## src/rtl/halut_result_collector.sv

```systemverilog
// halut_result_collector
// Buffers the FP32 results of one decode pass and streams them to a sink over a
// valid/ready handshake. Bursts arrive from the decoder array at full rate, with
// no back-pressure, and are written into a bank. A closed bank is drained in
// index order.
//
// Configuration macro: HALUT_RESULT_COLLECTOR_PINGPONG_EN
//   defined   -> two banks (ping-pong): capture of burst N+1 overlaps drain of N
//   undefined -> one bank: a burst arriving before the bank frees is dropped
//
// Ports
//   clk_i, rst_i           clock, synchronous active-high reset
//   in_result_i/_valid_i   result beat from decoder array (no ready upstream)
//   in_m_addr_i            M-row index of the beat
//   out_data_o/_m_addr_o   buffered result and its index
//   out_last_o             final entry of the burst
//   out_valid_o/_ready_i   downstream handshake
//   clear_i                clears sticky error flags (a same-cycle set wins)
//   overflow_o             sticky: burst dropped, no free bank
//   seq_err_o              sticky: out-of-sequence beat dropped
//   busy_o                 any bank occupied or output valid
module halut_result_collector #(
  parameter int unsigned DecoderUnits = 16,
  parameter int unsigned DataWidth    = 32,
  parameter int unsigned DecAddrWidth = $clog2(DecoderUnits)
) (
  input  logic                    clk_i,
  input  logic                    rst_i,
  input  logic [DataWidth-1:0]    in_result_i,
  input  logic                    in_valid_i,
  input  logic [DecAddrWidth-1:0] in_m_addr_i,
  output logic [DataWidth-1:0]    out_data_o,
  output logic [DecAddrWidth-1:0] out_m_addr_o,
  output logic                    out_last_o,
  output logic                    out_valid_o,
  input  logic                    out_ready_i,
  input  logic                    clear_i,
  output logic                    overflow_o,
  output logic                    seq_err_o,
  output logic                    busy_o
);

`ifdef HALUT_RESULT_COLLECTOR_PINGPONG_EN
  localparam int unsigned NB = 2;
`else
  localparam int unsigned NB = 1;
`endif
  localparam int unsigned CntWidth = DecAddrWidth + 1;
  localparam logic [DecAddrWidth-1:0] LastIdx = DecAddrWidth'(DecoderUnits - 1);

  typedef enum logic [1:0] {
    BANK_FREE,
    BANK_FILLING,
    BANK_FULL,
    BANK_DRAINING
  } bank_state_e;

  bank_state_e             state_q [NB];
  bank_state_e             state_d [NB];
  logic [CntWidth-1:0]     count_q [NB];
  logic [CntWidth-1:0]     count_d [NB];
  logic                    wp_q, wp_d;
  logic                    rp_q, rp_d;
  logic                    wp_next, rp_next;
  logic [DecAddrWidth-1:0] rd_idx_q, rd_idx_d, rd_next;
  logic                    dropping_q, dropping_d;
  logic [DataWidth-1:0]    out_data_q, out_data_d;
  logic [DecAddrWidth-1:0] out_m_addr_q, out_m_addr_d;
  logic                    out_last_q, out_last_d;
  logic                    out_valid_q, out_valid_d;
  logic                    overflow_q, overflow_d;
  logic                    seq_err_q, seq_err_d;
  logic                    busy_q, busy_d;
  logic                    ovf_set, seq_set;
  logic                    wr_en;

  // Result storage; contents are don't-care after reset, so no reset here.
  logic [DataWidth-1:0] mem_q [NB][DecoderUnits];

  // With a single bank both pointers stay at zero.
  assign wp_next = (NB > 1) ? ~wp_q : 1'b0;
  assign rp_next = (NB > 1) ? ~rp_q : 1'b0;
  assign rd_next = rd_idx_q + DecAddrWidth'(1);

  // Next-state: capture on bank wp, drain on bank rp, flags and busy.
  always_comb begin
    for (int b = 0; b < NB; b++) begin
      state_d[b] = state_q[b];
      count_d[b] = count_q[b];
    end
    wp_d         = wp_q;
    rp_d         = rp_q;
    rd_idx_d     = rd_idx_q;
    dropping_d   = dropping_q;
    out_data_d   = out_data_q;
    out_m_addr_d = out_m_addr_q;
    out_last_d   = out_last_q;
    out_valid_d  = out_valid_q;
    ovf_set      = 1'b0;
    seq_set      = 1'b0;
    wr_en        = 1'b0;
    busy_d       = 1'b0;

    // Capture. Beats of an overflowed burst are swallowed silently until an
    // index-0 beat finds a free bank.
    case (state_q[wp_q])
      BANK_FREE: begin
        if (in_valid_i) begin
          if (in_m_addr_i == '0) begin
            wr_en          = 1'b1;
            state_d[wp_q]  = BANK_FILLING;
            count_d[wp_q]  = CntWidth'(1);
            dropping_d     = 1'b0;
          end else if (!dropping_q) begin
            seq_set = 1'b1;
          end
        end
      end
      BANK_FILLING: begin
        if (!in_valid_i) begin
          state_d[wp_q] = BANK_FULL;
          wp_d          = wp_next;
        end else if (CntWidth'(in_m_addr_i) == count_q[wp_q]) begin
          wr_en         = 1'b1;
          count_d[wp_q] = count_q[wp_q] + CntWidth'(1);
          if (in_m_addr_i == LastIdx) begin
            state_d[wp_q] = BANK_FULL;
            wp_d          = wp_next;
          end
        end else begin
          seq_set = 1'b1;
        end
      end
      default: begin
        if (in_valid_i) begin
          ovf_set    = 1'b1;
          dropping_d = 1'b1;
        end
      end
    endcase

    // Drain. out_valid is high for the whole time the rp bank is DRAINING.
    case (state_q[rp_q])
      BANK_FULL: begin
        state_d[rp_q] = BANK_DRAINING;
        rd_idx_d      = '0;
        out_valid_d   = 1'b1;
        out_data_d    = mem_q[rp_q][0];
        out_m_addr_d  = '0;
        out_last_d    = (count_q[rp_q] == CntWidth'(1));
      end
      BANK_DRAINING: begin
        if (out_ready_i) begin
          if (CntWidth'(rd_idx_q) == count_q[rp_q] - CntWidth'(1)) begin
            state_d[rp_q] = BANK_FREE;
            count_d[rp_q] = '0;
            rp_d          = rp_next;
            out_valid_d   = 1'b0;
            out_last_d    = 1'b0;
          end else begin
            rd_idx_d     = rd_next;
            out_data_d   = mem_q[rp_q][rd_next];
            out_m_addr_d = rd_next;
            out_last_d   = (CntWidth'(rd_next) == count_q[rp_q] - CntWidth'(1));
          end
        end
      end
      default: ;
    endcase

    // A set event beats a simultaneous clear.
    overflow_d = ovf_set | (overflow_q & ~clear_i);
    seq_err_d  = seq_set | (seq_err_q & ~clear_i);

    busy_d = out_valid_d;
    for (int b = 0; b < NB; b++) begin
      if (state_d[b] != BANK_FREE) busy_d = 1'b1;
    end
  end

  // State and output registers.
  always_ff @(posedge clk_i) begin
    if (rst_i) begin
      for (int b = 0; b < NB; b++) begin
        state_q[b] <= BANK_FREE;
        count_q[b] <= '0;
      end
      wp_q         <= 1'b0;
      rp_q         <= 1'b0;
      rd_idx_q     <= '0;
      dropping_q   <= 1'b0;
      out_data_q   <= '0;
      out_m_addr_q <= '0;
      out_last_q   <= 1'b0;
      out_valid_q  <= 1'b0;
      overflow_q   <= 1'b0;
      seq_err_q    <= 1'b0;
      busy_q       <= 1'b0;
    end else begin
      for (int b = 0; b < NB; b++) begin
        state_q[b] <= state_d[b];
        count_q[b] <= count_d[b];
      end
      wp_q         <= wp_d;
      rp_q         <= rp_d;
      rd_idx_q     <= rd_idx_d;
      dropping_q   <= dropping_d;
      out_data_q   <= out_data_d;
      out_m_addr_q <= out_m_addr_d;
      out_last_q   <= out_last_d;
      out_valid_q  <= out_valid_d;
      overflow_q   <= overflow_d;
      seq_err_q    <= seq_err_d;
      busy_q       <= busy_d;
    end
  end

  // Bank write port.
  always_ff @(posedge clk_i) begin
    if (wr_en) mem_q[wp_q][in_m_addr_i] <= in_result_i;
  end

  assign out_data_o   = out_data_q;
  assign out_m_addr_o = out_m_addr_q;
  assign out_last_o   = out_last_q;
  assign out_valid_o  = out_valid_q;
  assign overflow_o   = overflow_q;
  assign seq_err_o    = seq_err_q;
  assign busy_o       = busy_q;

endmodule

```

## config.mk

```make
export PLATFORM = sky130hd
export DESIGN_NAME = halut_result_collector
export DESIGN_NICKNAME = d
export VERILOG_FILES = /design/src/rtl/halut_result_collector.sv
export SDC_FILE = /design/constraint.sdc
export NUM_CORES = 1
export LEC_CHECK = 0
export ABC_AREA = 1
export BUFFER_PORTS_ARGS = -buffer_cell sky130_fd_sc_hd__buf_4
export CORE_MARGIN = 2
export CORE_UTILIZATION = 64
export CTS_CLUSTER_DIAMETER = 150
export DETAILED_ROUTE_END_ITERATION = 16
export PLACE_DENSITY = 0.83
export SETUP_SLACK_MARGIN = 0.3
export SLEW_MARGIN = 10
export SYNTH_ARGS = -nofsm -noshare
export SYNTH_HDL_FRONTEND = slang
export SYNTH_SLANG_ARGS = --single-unit
```

## constraint.sdc

```tcl
create_clock -name clk_i -period 7.27 [get_ports clk_i]
set_input_delay 1.0905 -clock clk_i [delete_from_list [all_inputs] [get_ports clk_i]]
set_output_delay 1.0905 -clock clk_i [all_outputs]
set_load 0.02 [all_outputs]
```

; Yosys cells after proc, flatten, opt, wreduce, memory -nomap -nowiden
; Memories as Yosys holds them, arrays and structs flattened.
; Index checks and enable logic that the tools add are counted.
[totals]
reg_bits = 43
mem_count = 3
ram_bits = 519
latch_bits = 0
romBits = 0
output_inout_bits = 41
[classes]
n_mux = 67
eq_ne = 13
addsub = 3
order_cmp = 5
n_mul = 0
shift = 0
bitwise = 17
n_reduce_logical = 13
div_mod_pow = 0
[memory_table]
columns = memory, depth, word_bits, read_ports, rd_ports_with_merged_regs, write_ports, line
row1 = mem_q, 1, 512, 1, 0, 1, 78  ; logic [DataWidth-1:0] mem_q [NB][DecoderUnits];
row2 = count_q, 1, 5, 3, 0, 1, 60  ; logic [CntWidth-1:0] count_q [NB];
row3 = state_q, 1, 2, 3, 0, 1, 58  ; bank_state_e state_q [NB];
[op_table]
columns = cell, count
row1 = $mux 512, 1
row2 = $mux 32, 5
row3 = $bmux 32 s4, 1
row4 = $demux 32 s4, 1
row5 = $pmux 32 s2, 1
row6 = $mux 5, 9
row7 = $mux 1, 28
row8 = $mux 2, 9
row9 = $eq 4x5->1, 3
row10 = $ge 5x5->1 const B, 2
row11 = $not 4->5, 2
row12 = $pmux 1 s2, 5
row13 = $pmux 5 s2, 1
row14 = $reduce_and 3->1, 3
row15 = $mux 4, 2
row16 = $pmux 2 s2, 2
row17 = $pmux 4 s2, 1
row18 = $ne 2x2->1 const B, 3
row19 = $add 5x1->5 const B, 1
row20 = $bwmux 5, 1
row21 = $eq 5x1->1 const B, 1
row22 = $lt 5x1->1 const B, 1
row23 = $or 1x1->1, 5
row24 = $reduce_or 5->1, 1
row25 = 18 further kinds, 29

; Logic depth before layout (Yosys ltp)
; Gate-level depths: netlist (run 1).
[logic_depth]
depth_word = 14
depth_mapped = 14
ltp_nobuf = 12

; Worst setup path before layout (run 1)
; Ideal clock, no wire load.
[synth_timing]
kind = input port to flip-flop
start = input in_m_addr_i[1]
end = memory mem_q[0][128] (netlist bit) (enable)
slack_ns = 3.569
arrival_time_ns = 3.280
t_required_ns = 6.849
cell_stages = 9
cell_sequence = inv_1 -> nand2_1 -> nand2_1 -> nor2_2 -> nand3_2 -> nand2_1 -> and3_4 -> nand3_2 -> nor2_1
[synth_via]
elab_chain_len = 6
[synth_lines]
columns = element, line
row1 = "start, declared", 31  ; input logic [DecAddrWidth-1:0] in_m_addr_i,
row2 = "$not 4->5 (implied by the code), or another cell as far along", 220  ; if (wr_en) mem_q[wp_q][in_m_addr_i] <= in_result_i;
row3 = "$ge 5x5->1 (implied by the code), or another cell as far along", 220
row4 = "$logic_and 1x1->1 (implied by the code), or another cell as far along", 220
row5 = $mux 32 (implied by the code) / $pmux 1 s2 (equally long branches), "220, 106"
row6 = $demux 32 s4 / $mux 1 (equally long branches), 220
row7 = $mux 512 (implied by the code) *, 220
row8 = "end, declared", 78
; Every way passes the cells marked *; elsewhere a longest branch is shown, timed or not.

==> results of run 1 <==
-- flip-flops by register name, indices dropped and copies added (netlist names) --
name and cells:
out_m_addr_o 4, count_q 5, out_valid_o 1, out_data_o 32, state_q 2, out_last_o 1, overflow_o 1, busy_o 1
seq_err_o 1, mem_q 512, dropping_q 1
-- final cells by class --
| class | count | share of cell area |
|---|---|---|
| clock buffers | 76 | 0.0566 |
| inverters | 31 | 0.00476 |
| repair buffers | 98 | 0.0330 |
| clock inverters | 22 | 0.00726 |
| well taps | 468 | 0.0225 |
| multi-input cells | 1417 | 0.247 |
| flip-flops and latches | 561 | 0.629 |
-- power breakdown --
part / switching (mW) / total [mW] / internal (mW)
clock network: 1.15 / 2.66 / 1.51
logic: 0.131 / 0.179 / 0.0481
registers: 0.00784 / 3.53 / 3.53
total: 1.29 / 6.37 / 5.09
-- layer usage --
metal  wire length (um)  up-vias  part of all wire  track usage
met5                  0        -                 0            0
met4               1830        0             0.032        0.127
met3               5960      145              0.10       0.0487
met2              28000     1049              0.49        0.501
met1              21200     7694              0.37        0.403
li1                   -     7411                 -            -
-- cells by family after synthesis --
group,after synthesis
xor+xnor,9
compound gates,60
buf+inv,159
simple gates,1344
fa+ha+maj,4
flops,561
-- cells in the final DEF, fill, tap and decap left out, types with 4 or more instances in the layout --
cell | Yosys | layout
nor2_1 | 43 | 27
clkbuf_1 | 26 | 18
inv_1 | 23 | 22
nand2_1 | 841 | 839
clkinv_2 | 0 | 5
nor2_4 | 2 | 18
dfxtp_1 | 49 | 48
edfxtp_1 | 512 | 512
nand2_2 | 9 | 11
clkbuf_8 | 1 | 4
a21oi_1 | 31 | 31
o21ai_0 | 13 | 13
clkinv_1 | 2 | 13
clkbuf_16 | 0 | 54
buf_4 | 31 | 90
nand3_2 | 15 | 15
nand3_1 | 411 | 411
xor2_1 | 5 | 5
buf_12 | 1 | 5
a21oi_2 | 10 | 10
nand4_1 | 11 | 11
inv_2 | 6 | 5
-- metrics by stage --
stage / hold slack, ns / power (mW)
2_1_floorplan: 0.447 / 3.69
3_3_place_gp: 0.454 / 3.77
3_5_place_dp: 0.462 / 3.78
4_1_cts: 0.472 / 6.38
5_1_grt: 0.500 / 6.51
6_report: 0.474 / 6.37
-- worst min path at each step --
stage / slack (ns) / endpoint / from
floorplan: 0.45 / dropping_q / dropping_q
global placement: 0.45 / seq_err_o / seq_err_o
detailed placement: 0.46 / seq_err_o / seq_err_o
CTS: 0.47 / seq_err_o / seq_err_o
global route: 0.50 / seq_err_o / seq_err_o
finish: 0.47 / seq_err_o / seq_err_o
-- worst max-delay path, stage by stage (launching register included) --
cell	delay, ns
dfxtp_4	0.95
ha_4	0.54
inv_4	0.81
buf_4	0.69
nand3_1	0.21
nand3_1	0.15
nand2_1	0.07
nand2_1	0.11
nand2_1	0.07
nand2_1	0.06
nand2_1	0.09
nand2_2	0.06
a21oi_2	0.06
==> impl_metrics.env, run 1 <==
export IMPL_synth_fa_ha_area_frac=0.00213
export IMPL_vias_per_cell=6.10
export IMPL_reg2reg_depth=12
export IMPL_boundaryPins=82
export IMPL_skew_ns=0.0189
export IMPL_status="finished clean"
export IMPL_max_slew_margin=0.158
export IMPL_ant_nets=0
export IMPL_grt_pass1_wl_mm=88.7
export IMPL_fin_crit_sh=0.557
export IMPL_n_antenna_cell=0
export IMPL_layout_drive_gt1_share=0.109
export IMPL_synth_top_area_frac=0.654
export IMPL_area_growth_pct=10.7
export IMPL_cp_data_required_time_ns=7.73
export IMPL_finalCoreUtilization=0.714
export IMPL_die_y_um=196
export IMPL_fp_dieW_um=196
export IMPL_regArea_sq_um=16400
export IMPL_wirelength_mm=57.0
export IMPL_synthCells=2137
export IMPL_syn_num_nets=2182
export IMPL_start_util=0.645
export IMPL_grt_usage=0.302
export IMPL_hold_path_depth=2
export IMPL_worst_pin_slew_ns=1.26
export IMPL_rows=70
export IMPL_grt_max_degree=185
export IMPL_grt_ovfl_total=0
export IMPL_critPathLaunch="out_m_addr_o[0]"
export IMPL_ctsResizeCount=0
export IMPL_holdCritPathClass="reg -> reg"
export IMPL_drt_iter0_markers=1908
export IMPL_design_area_sq_um=26000
export IMPL_setup_slack_ns=3.22
export IMPL_ctsHoldBuffers=0
export IMPL_crit_type="reg -> reg"
export IMPL_finalSetupTns_ns=0
export IMPL_die_area_sq_um=38300
export IMPL_cp_max_fo=79
export IMPL_power_density_nw_per_um2=245
export IMPL_max_freq_mhz=247
export IMPL_synth_compound_area_frac=0.0146
export IMPL_yosys_top_cells_area="edfxtp_1 65%, nand2_1 13%, nand3_1 8.7%"
export IMPL_synth_simple_area_share=0.246
export IMPL_grt_setup_unrepaired="no"
export IMPL_cap_violations=0
export IMPL_total_leakage_power_nw=9.58
export IMPL_post_cts_setup_buffer_count=0
export IMPL_report_final_slew_viol_count=0
export IMPL_yosysWarnings=0
export IMPL_port_buffers=81
export IMPL_crit_path_end_kind="register"
export IMPL_setup_worst_path_start_class="register"
export IMPL_yosys_cell_types_count=39
export IMPL_synth_edf_count=512
export IMPL_synth_xor_area_frac=0.00447
export IMPL_regToRegStartpoint="out_m_addr_o[0]"
export IMPL_final_cells=2673
export IMPL_setup_viol=0
export IMPL_crit_arrival_ns=4.51
export IMPL_rrSetupSlack_ns=3.22
export IMPL_numCtsBuffers=52
export IMPL_synth_seq_cells=561
export IMPL_place_ws_ns=3.26
export IMPL_clkLatencyLatePin_ns=0.60
export IMPL_synth_top_flop_cell="edfxtp_1"
export IMPL_cts_path_max_buffers=3
export IMPL_cts_tree="yes"
export IMPL_min_period_ns=4.05
export IMPL_dp_cells=2569
export IMPL_cts_sinks=561
export IMPL_dr_pass1_iters=8
export IMPL_wire_per_inst_um=21.3
export IMPL_antenna_found_initial=0
export IMPL_synth_seq_area_share=0.696
export IMPL_clk_pin_slew_ns=0.06
export IMPL_regToRegEndpoint="out_data_o[24]"
export IMPL_irDropWorstVdd_uv=181
export IMPL_cts_root_buf="clkbuf_16"
export IMPL_avgSynthCellArea_sq_um=11.0
export IMPL_num_fill_cells=2383
export IMPL_multi_input_area_sq_um=6430
export IMPL_yosysMostFrequentCell="nand2_1"
export IMPL_htree_levels=2
export IMPL_worstSetupEndpoint="out_data_o[24]"
export IMPL_synth_mux_area_frac=0
export IMPL_synth_top_family_by_area="simple AND/OR/NAND/NOR gates"
export IMPL_grt_pass1_vias=16047
export IMPL_drc=0
export IMPL_place_area_sq_um=24200
export IMPL_synthArstFlopShare=0
export IMPL_syn_area_sq_um=23500
export IMPL_hpwl_mm=29.5
export IMPL_place_congestion=0.873
export IMPL_yosys_area_top_type="edfxtp_1"
export IMPL_vias=16299
export IMPL_hold_viol_final=0
export IMPL_core_area_sq_um=36400
export IMPL_ys_top_cells_by_count="841 x nand2_1, 512 x edfxtp_1, 411 x nand3_1, 59 x buf_2, 49 x dfxtp_1"
export IMPL_nets=2206
No activity file was read; power rests on OpenSTA's default activity.
==> inputs of run 2 (changes only) <==
--- a/config.mk
+++ b/config.mk
@@ -8,10 +8,10 @@
 export ABC_AREA = 1
 export BUFFER_PORTS_ARGS = -buffer_cell sky130_fd_sc_hd__buf_4
 export CORE_MARGIN = 2
-export CORE_UTILIZATION = 64
+export CORE_UTILIZATION = 62
 export CTS_CLUSTER_DIAMETER = 150
 export DETAILED_ROUTE_END_ITERATION = 16
-export PLACE_DENSITY = 0.83
+export PLACE_DENSITY = 0.81
 export SETUP_SLACK_MARGIN = 0.3
 export SLEW_MARGIN = 10
 export SYNTH_ARGS = -nofsm -noshare
==> constraint.sdc (replaced) <==
create_clock -name clk_i -period 3.8 [get_ports clk_i]
set_input_delay 0.57 -clock clk_i [delete_from_list [all_inputs] [get_ports clk_i]]
set_output_delay 0.57 -clock clk_i [all_outputs]
set_load 0.02 [all_outputs]
==> impl_metrics.env, run 2 (synthesis gave the netlist of run 1 again) <==
export IMPL_final_common_cell="nand2_1"
export IMPL_design_area_sq_um=26400
export IMPL_power_frac_clock=0.434
export IMPL_crit_slowest_cell="nor2_4"
export IMPL_layout_drive_gt1_share=0.129
export IMPL_skew_ns=0.0246
export IMPL_cts_root_buf="clkbuf_16"
export IMPL_dr_pass1_iters=9
export IMPL_port_buffers=81
export IMPL_antenna_found_initial=0
export IMPL_rows=71
export IMPL_place_area_sq_um=24600
export IMPL_die_y_um=199
export IMPL_critPathMaxStageDelay_ns=0.58
export IMPL_boundaryPins=82
export IMPL_drt_iter0_markers=2290
export IMPL_crit_top_cell="nand2_1"
export IMPL_grt_setup_unrepaired="no"
export IMPL_wirelength_mm=62.6
export IMPL_p_sw_mw=2.68
export IMPL_crit_type="reg -> reg"
export IMPL_dp_cells=2643
export IMPL_clkLatencyLatePin_ns=0.63
export IMPL_cts_tree="yes"
export IMPL_crit_arrival_ns=3.22
export IMPL_final_cells=2745
export IMPL_pwr_share_comb=0.030
export IMPL_place_congestion=0.929
export IMPL_crit_path_end_kind="register"
export IMPL_clk_pin_slew_ns=0.06
export IMPL_report_final_slew_viol_count=0
export IMPL_setup_viol=0
export IMPL_fp_dieW_um=199
export IMPL_largest_register_ffs=512
export IMPL_power_density_nw_per_um2=479
export IMPL_p_sw_frac=0.212
export IMPL_htree_levels=2
export IMPL_max_slew_margin=0.318
export IMPL_numCtsBuffers=54
export IMPL_regMostFlops="mem_q"
export IMPL_grt_pass1_wl_mm=93.9
export IMPL_totalPowerFinal_mw=12.6
export IMPL_setup_worst_path_start_class="register"
export IMPL_finalSetupTns_ns=0
export IMPL_cts_path_max_buffers=3
export IMPL_cp_data_required_time_ns=4.13
export IMPL_n_antenna_cell=0
export IMPL_fin_crit_sh=0.760
export IMPL_path_cells="inv_2 -> nand2_1 -> nand2_1 -> nor2_2 -> nand3_2 -> nand2_1 -> and3_4 -> nand3_2 -> nor2_4 -> buf_4"
export IMPL_ant_nets=0
export IMPL_regToRegStartpoint="count_q[0][0]"
export IMPL_cell_internal_pwr_mw=9.94
export IMPL_power_frac_seq=0.535
export IMPL_min_period_ns=2.89
export IMPL_num_fill_cells=2567
export IMPL_grt_usage=0.323
export IMPL_drc=0
export IMPL_grt_max_degree=132
export IMPL_status="finished clean"
export IMPL_cts_sinks=561
export IMPL_cap_violations=0
export IMPL_total_leakage_power_nw=9.77
export IMPL_vias_per_cell=6.15
export IMPL_area_growth_pct=12.2
export IMPL_irDropWorstVdd_uv=411
export IMPL_grt_pass1_vias=16191
export IMPL_vias=16871
export IMPL_critPathLaunch="count_q[0][0]"
export IMPL_hold_viol_final=0
export IMPL_final_cell_mix="839 x nand2_1, 512 x edfxtp_1, 411 x nand3_1"
export IMPL_holdCritPathClass="in -> reg"
export IMPL_ctsResizeCount=0
export IMPL_wire_per_inst_um=22.8
export IMPL_die_area_sq_um=39500
export IMPL_grt_ovfl_total=0
export IMPL_ctsHoldBuffers=0
export IMPL_start_util=0.627
export IMPL_max_freq_mhz=346
export IMPL_core_area_sq_um=37500
export IMPL_cp_max_fo=17
export IMPL_worst_pin_slew_ns=1.02
export IMPL_nets=2233
export IMPL_hp_start="clear_i"
export IMPL_post_cts_setup_buffer_count=0
export IMPL_hpwl_mm=36.4
-- run 2: path summary, 6_finish.rpt --
check,to,slack [ns],cells past startpoint
min reg2reg,seq_err_o,0.47,2
max,mem_q[0][148],0.91,10
max reg2reg,mem_q[0][148],0.91,10
min,seq_err_o,0.23,4
-- run 2: critical path, delay by kind of cell, from the launching register on --
family                 cells  cell delay [ns]
buffers and inverters      2             0.43
and+or+nand+nor            8             1.62
DFF                        1             0.53
-- run 2: metrics by stage --
stage / hold WS, ns / utilization / setup WS (ns)
5_1_grt: 0.259 / 0.704 / 0.730
6_report: 0.233 / 0.704 / 0.913
3_5_place_dp: 0.463 / 0.655 / 0.793
3_3_place_gp: 0.451 / 0.655 / 0.788
4_1_cts: 0.224 / 0.704 / 0.912
2_1_floorplan: 0.447 / - / 0.619
-- run 2: final cells by class --
type | count | area [sq um] | share of cell area
flip-flops and latches | 561 | 16400 | 0.620
multi-input cells | 1417 | 6430 | 0.244
clock buffers | 57 | 1360 | 0.0516
repair buffers | 123 | 1010 | 0.0383
well taps | 511 | 639 | 0.0242
clock inverters | 45 | 453 | 0.0172
inverters | 31 | 124 | 0.00469
-- run 2: power by group through the flow --
stage	Clock, mW	Sequential [mW]	Combinational (mW)
6_report	5.48	6.76	0.384
5_1_grt	5.75	6.76	0.408
4_1_cts	5.50	6.76	0.377
3_5_place_dp	0	6.89	0.374
3_3_place_gp	0	6.89	0.365
2_1_floorplan	0	6.90	0.152
-- run 2: metal layers --
metal	share of wire	up-vias	global-route usage	wire, um
li1	-	7461	-	-
met1	0.37	8013	0.434	23400
met2	0.47	1195	0.520	29400
met3	0.10	202	0.0500	6560
met4	0.051	0	0.158	3170
met5	0	-	0	0
